--- config.mk ---
export PLATFORM = sky130hd
export DESIGN_NAME = serial_subtractor
export DESIGN_NICKNAME = d
export VERILOG_FILES = /design/src/rtl/serial_subtractor.sv
export SDC_FILE = /design/constraint.sdc
export NUM_CORES = 1
export LEC_CHECK = 0
export BUFFER_PORTS_ARGS = -buffer_cell sky130_fd_sc_hd__buf_2
export CAP_MARGIN = 20
export CORE_UTILIZATION = 33
export CTS_CLUSTER_SIZE = 10
export DETAILED_ROUTE_END_ITERATION = 8
export GPL_TIMING_DRIVEN = 0
export PLACE_DENSITY = 0.62
export SLEW_MARGIN = 20
export SYNTH_ARGS = -nofsm -noshare
export SYNTH_HDL_FRONTEND = slang
export SYNTH_SLANG_ARGS = --single-unit
--- constraint.sdc ---
create_clock -name clk -period 2.6 [get_ports clk]
set_input_delay 0.26 -clock clk [delete_from_list [all_inputs] [get_ports clk]]
set_output_delay 0.26 -clock clk [all_outputs]
set_load 0.01 [all_outputs]
--- src/rtl/serial_subtractor.sv ---
// Bit-serial two's-complement subtractor (d = a - b), LSB first, registered borrow chain.
// Optional borrow-in port enabled by defining SERIAL_SUB_BIN_EN.
module serial_subtractor #(
  parameter int unsigned WIDTH = 8
) (
  input  logic             clk,
  input  logic             rst_n,
  input  logic             start,
  input  logic [WIDTH-1:0] a,
  input  logic [WIDTH-1:0] b,
`ifdef SERIAL_SUB_BIN_EN
  input  logic             bin,
`endif
  output logic             busy,
  output logic             done,
  output logic [WIDTH-1:0] d,
  output logic             bout
);

  localparam int unsigned CntW = $clog2(WIDTH) + 1;
  localparam logic [CntW-1:0] CntLast = CntW'(WIDTH - 1);

  typedef enum logic [1:0] {StIdle, StRun, StDone} state_e;

  state_e           r_state;
  logic [WIDTH-1:0] r_sa;
  logic [WIDTH-1:0] r_sb;
  logic [WIDTH-1:0] r_res;
  logic [CntW-1:0]  r_cnt;
  logic             r_br;

  logic             w_bin;
  logic             w_diff;
  logic             w_br_next;
  logic [WIDTH-1:0] w_res_next;

`ifdef SERIAL_SUB_BIN_EN
  assign w_bin = bin;
`else
  assign w_bin = 1'b0;
`endif

  // One full-subtractor cell applied to the current LSB pair.
  assign w_diff     = r_sa[0] ^ r_sb[0] ^ r_br;
  assign w_br_next  = (~r_sa[0] & r_sb[0]) | (~(r_sa[0] ^ r_sb[0]) & r_br);
  assign w_res_next = {w_diff, r_res[WIDTH-1:1]};

  assign busy = (r_state != StIdle);
  assign done = (r_state == StDone);

  always_ff @(posedge clk or negedge rst_n) begin
    if (!rst_n) begin
      r_state <= StIdle;
      r_sa    <= '0;
      r_sb    <= '0;
      r_res   <= '0;
      r_cnt   <= '0;
      r_br    <= 1'b0;
      d       <= '0;
      bout    <= 1'b0;
    end else begin
      unique case (r_state)
        StIdle: begin
          if (start) begin
            r_sa    <= a;
            r_sb    <= b;
            r_br    <= w_bin;
            r_cnt   <= '0;
            r_state <= StRun;
          end
        end
        StRun: begin
          r_sa  <= {1'b0, r_sa[WIDTH-1:1]};
          r_sb  <= {1'b0, r_sb[WIDTH-1:1]};
          r_br  <= w_br_next;
          r_res <= w_res_next;
          r_cnt <= r_cnt + 1'b1;
          // Outputs only move on the final bit so d/bout stay stable during RUN.
          if (r_cnt == CntLast) begin
            d       <= w_res_next;
            bout    <= w_br_next;
            r_state <= StDone;
          end
        end
        StDone: begin
          r_state <= StIdle;
        end
        default: begin
          r_state <= StIdle;
        end
      endcase
    end
  end

endmodule

# Word level (Yosys, flattened, before mapping)
# Index checks and enable logic that the tools add are counted.
[totals]
latchBits = 0
mem_count = 0
in_bits = 19
output_inout_bits = 11
ram_bits = 0
regBits = 40
romBits = 0
[op_classes]
n_div = 0
mul = 0
add_sub_neg = 1
order_cmp = 0
mux = 11
eq_ne = 5
n_bitwise = 7
shifts = 0
n_reduce_logical = 6
[op_table]
columns = ["op", "n"]
rows = [
  ["$pmux W8 S2", 2],
  ["$mux W8", 2],
  ["$pmux W4 S2", 1],
  ["$reduce_and A2 Y1", 3],
  ["$add A4 B1 Y4 const B", 1],
  ["$eq A4 B3 Y1 const B", 1],
  ["$mux W2", 2],
  ["$mux W4", 1],
  ["$ne A2 B2 Y1 const B", 2],
  ["$pmux W2 S2", 1],
  ["$reduce_bool A2 Y1", 2],
  ["$and A1 B1 Y1", 2],
  ["$eq A2 B1 Y1 const B", 1],
  ["$eq A2 B2 Y1 const B", 1],
  ["$logic_not A2 Y1", 1],
  ["$not A1 Y1", 2],
  ["$pmux W1 S2", 1],
  ["$xor A1 B1 Y1", 2],
  ["$mux W1", 1],
  ["$or A1 B1 Y1", 1],
]

# Logic depth before layout (Yosys ltp)
[depth]
ltp_word = 5
ltp_mapped = 4
depth_no_buf = 4

# Worst setup path after synthesis
# OpenSTA, ideal clock, no wires.
[synth_path]
path_type = "register -> register"
startpoint = "reg r_state[1]"
endpoint = "reg d[0]"
path_buffers = 0
setup_time_ns = 0.125
setup_slack_ns = 1.163
path_stages_with_launch = 4
period_less_slack_ns = 1.437
arrival_time_ns = 1.313
path_cell_list = "dfrtp_1 -> nand2b_2 -> nor3_4 -> mux2_2"
[synth_between]
elab_chain_cells = 2
[synth_lines]
columns = ["item", "line", "source"]
rows = [
  ["start, declared", "25", "state_e r_state;"],
  ["start signal, assigned", "53", "r_state <= StIdle;"],
  ["start signal, assigned", "69", "r_state <= StRun;"],
  ["start signal, assigned", "82", "r_state <= StDone;"],
  ["$eq A2 B1 Y1", "62", "unique case (r_state)"],
  ["$reduce_and A2 Y1 (no line)", "n/a", ""],
  ["end signal, assigned", "80", "d <= w_res_next;"],
  ["end, declared", "16", "output logic [WIDTH-1:0] d,"],
]
# Every way passes these cells.
# A chain may end at the register's enable or synchronous reset.

# Final worst setup path
[layout_path]
startpoint = "reg r_state[1]"
endpoint = "out done"
[layout_between]
elab_chain_cells = 1
[layout_lines]
columns = ["item", "line", "source"]
rows = [
  ["$eq A2 B2 Y1", "49", "assign done = (r_state == StDone);"],
  ["end, declared", "15", "output logic done,"],
]
# Every way passes these cells.

==> impl_results.md <==
- Status: complete, no violations
- GR Overflow Total: 0
- Total CTS buffers: 5
- Reg2Reg Setup Slack: 0.95 ns
- Largest area contributor in the netlist: dfrtp_1
- Max Buffers Root-to-Sink: 2
- Hold_buf cts: 0
- Netlist cell types: 23
- Final WL: 3630 um
- Mapped Nets: 189
- Tmin final: 2.06 ns
- CTS clk-pin slew, worst paths: 0.08 ns
- Post-CTS setup buffers: 0
- RSZ-0062 raised after global routing: no
- Layout Nets: 225
- CP Class: flop to primary output
- Worst EP required: 2.34 ns
- Clk_lat worst skew: 0.29 ns
- Core area: 5110 sq um
- CP startpoint kind: flop
- Routed len/inst: 13.2 um
- Async SR Flop Fraction: 1.00
- Leakage: 0.000967 uW
- Most common cell in the netlist: dfrtp_1
- Setup_tns: 0 ns
- Final hold violation count: 0
- Ports: 30
- Number of diodes: 0
- PD cells: 1200 nW/um^2
- Worst-Margin Slew: 0.850 ns
- Ys Warns: 0
- First-pass GRT wire length: 6230 um
- Die H: 74.8 um
- Mapped Cells: 168
- EDFF count, synth: 0
- Synth Cell Area: 1750 sq um
- Clock sink count: 39
- Die ar.: 5590 sq um
- Final worst-path cycle share: 0.792
- Maxcap violations: 0
- Ranking of synthesized cells by area: dfrtp_1 (56%), nor2b_1 (6.1%), nand2_1 (6.0%), mux2_2 (5.8%), a22oi_1 (5.6%)
- Antenna Violating Nets Remaining: 0
- Final Core Density: 0.414
- CTS tree: done
- Power consumption: 2530 uW
- VDD IR max: 387 uV
- Hpwl dp: 2480 um
- Slowest cell delay on critical path: 0.42 ns
- IO buf count: 29
- Area grow syn2layout: 20.9%
- GRT Util Overall: 0.153
- Top_reg_cell synth: dfrtp_1
- Setup WS pre-CTS: 0.865 ns
- Layout cells sized above 1: 0.239
- Largest net degree at the start of global routing: 40
- Final Max Tran Viols: 0
- Max FO, Critical Path: 10
- Rel. slew slack: 0.434
- Endpoint type of the worst setup path: primary output
- Vias/cell: 4.86
- Fmax: 486 MHz
- Initial antenna violation count: 0
- Syn_area_per_cell: 10.4 sq um
- Clock root cell: clkbuf_8
- Post-cts resize count: 0
- H-tree depth: 2
- Critical path arrival: 1.80 ns
- RD Place Congestion: 0.756
- Number of synthesized register bits: 39
- Vias in the first global route: 1253
- Crit path max-delay cell type: dfrtp_1
- Cell chain of the critical path: clkbuf_1 -> clkbuf_1 -> nor2b_1 -> buf_2
- Final setup vio count: 0
- FP Rows: 26
- Share of the synthesized area in the top cell type: 0.558
- Initial Util: 0.342
- Synth cell count leaders: dfrtp_1 (39), nand2_1 (28), o21ai_0 (18)
- Vias: 1337
- DRT iter0 DRCs: 68
- DR pass1 iterations: 5
- DRC Markers: 0
- Die Wd: 74.8 um
- CP most frequent cell: clkbuf_1
- Clock skew: 0.00391 ns
- HP Class: primary input to asynchronous set/reset pin
- Register area share after synthesis: 0.558
- Post-route setup slack: 0.541 ns
-- worst max-delay path: cells and delay by family, from the launching register on --
kind | cells | cell delay (ns)
buf+inv | 3 | 0.91
simple gates | 1 | 0.18
flops | 1 | 0.42
-- cell type report --
| cell class | instances | area [sq um] |
|---|---|---|
| Fill cell | 527 | 2990 |
| Sequential cell | 39 | 976 |
| Multi-Input combinational cell | 117 | 723 |
| Timing Repair Buffer | 29 | 145 |
| Tap cell | 70 | 87.6 |
| Clock buffer | 6 | 72.6 |
| Clock inverter | 2 | 60.1 |
| Buffer | 9 | 37.5 |
| Inverter | 3 | 11.3 |
-- routing by layer --
layer / track usage / up-vias / routed length [um]
li1: - / 657 / -
met5: 0 / - / 0
met3: 0.0428 / 6 / 140
met2: 0.219 / 23 / 1670
met1: 0.214 / 651 / 1740
met4: 0.0713 / 0 / 77
-- worst paths after layout --
path                                 start      end  cells past startpoint
worst max-delay path            r_state[1]     done                      4
worst min-delay path                 rst_n     d[1]                      1
worst max register to register  r_state[1]     d[7]                      3
worst min register to register        r_br     r_br                      2
max in group asynchronous            rst_n  r_sa[4]                      1
min in group clk                      a[6]  r_sa[6]                      3
-- per-stage QoR --
| stage | std cells | hold WS (ns) | area [sq um] |
|---|---|---|---|
| floorplan | 168 | -0.0356 | 1750 |
| global placement | 267 | 0.434 | 1980 |
| detailed placement | 267 | 0.438 | 1980 |
| CTS | 275 | 0.109 | 2110 |
| global route | 275 | 0.145 | 2110 |
| finish | 275 | 0.0700 | 2110 |
-- cells by family (layout without fill, tap and decap cells) --
family                   after synthesis  in the layout  synth area share
AO/OA/AOI/OAI                         52             52             0.178
multiplexers                          10             10            0.0637
AND/OR/NAND/NOR                       53             53             0.154
flip-flops                            39             39             0.558
adder cells (fa/ha/maj)                2              2            0.0186
buffers and inverters                 12             49            0.0279
-- cells in the final DEF, fill, tap and decap left out --
cell type / count
a2bb2oi_1: 1
nand3_1: 2
clkbuf_1: 9
mux2i_1: 1
a21oi_1: 16
o21bai_1: 1
a22oi_1: 13
dfrtp_1: 39
o21ai_0: 18
nand2_1: 28
and3b_1: 1
a22o_1: 2
nor3_4: 1
nand2b_2: 1
clkbuf_8: 5
mux2_2: 9
o311ai_0: 1
fa_1: 1
buf_2: 29
or2_2: 1
nor2b_1: 17
nor2_1: 2
inv_1: 3
bufinv_16: 2
buf_4: 1
ha_1: 1
-- power by group --
| part | total (uW) | internal, uW | switching, uW |
|---|---|---|---|
| clock network | 595 | 384 | 212 |
| registers | 1050 | 866 | 180 |
| logic | 890 | 392 | 498 |
| total | 2530 | 1640 | 890 |
-- state kept, by name, summed over array words and instances, names as in the netlist --
name and count:
bout 1, r_sa 8, r_res 7, r_br 1, r_state 2, d 8
r_cnt 4, r_sb 8
No activity file was read; power rests on OpenSTA's default activity.
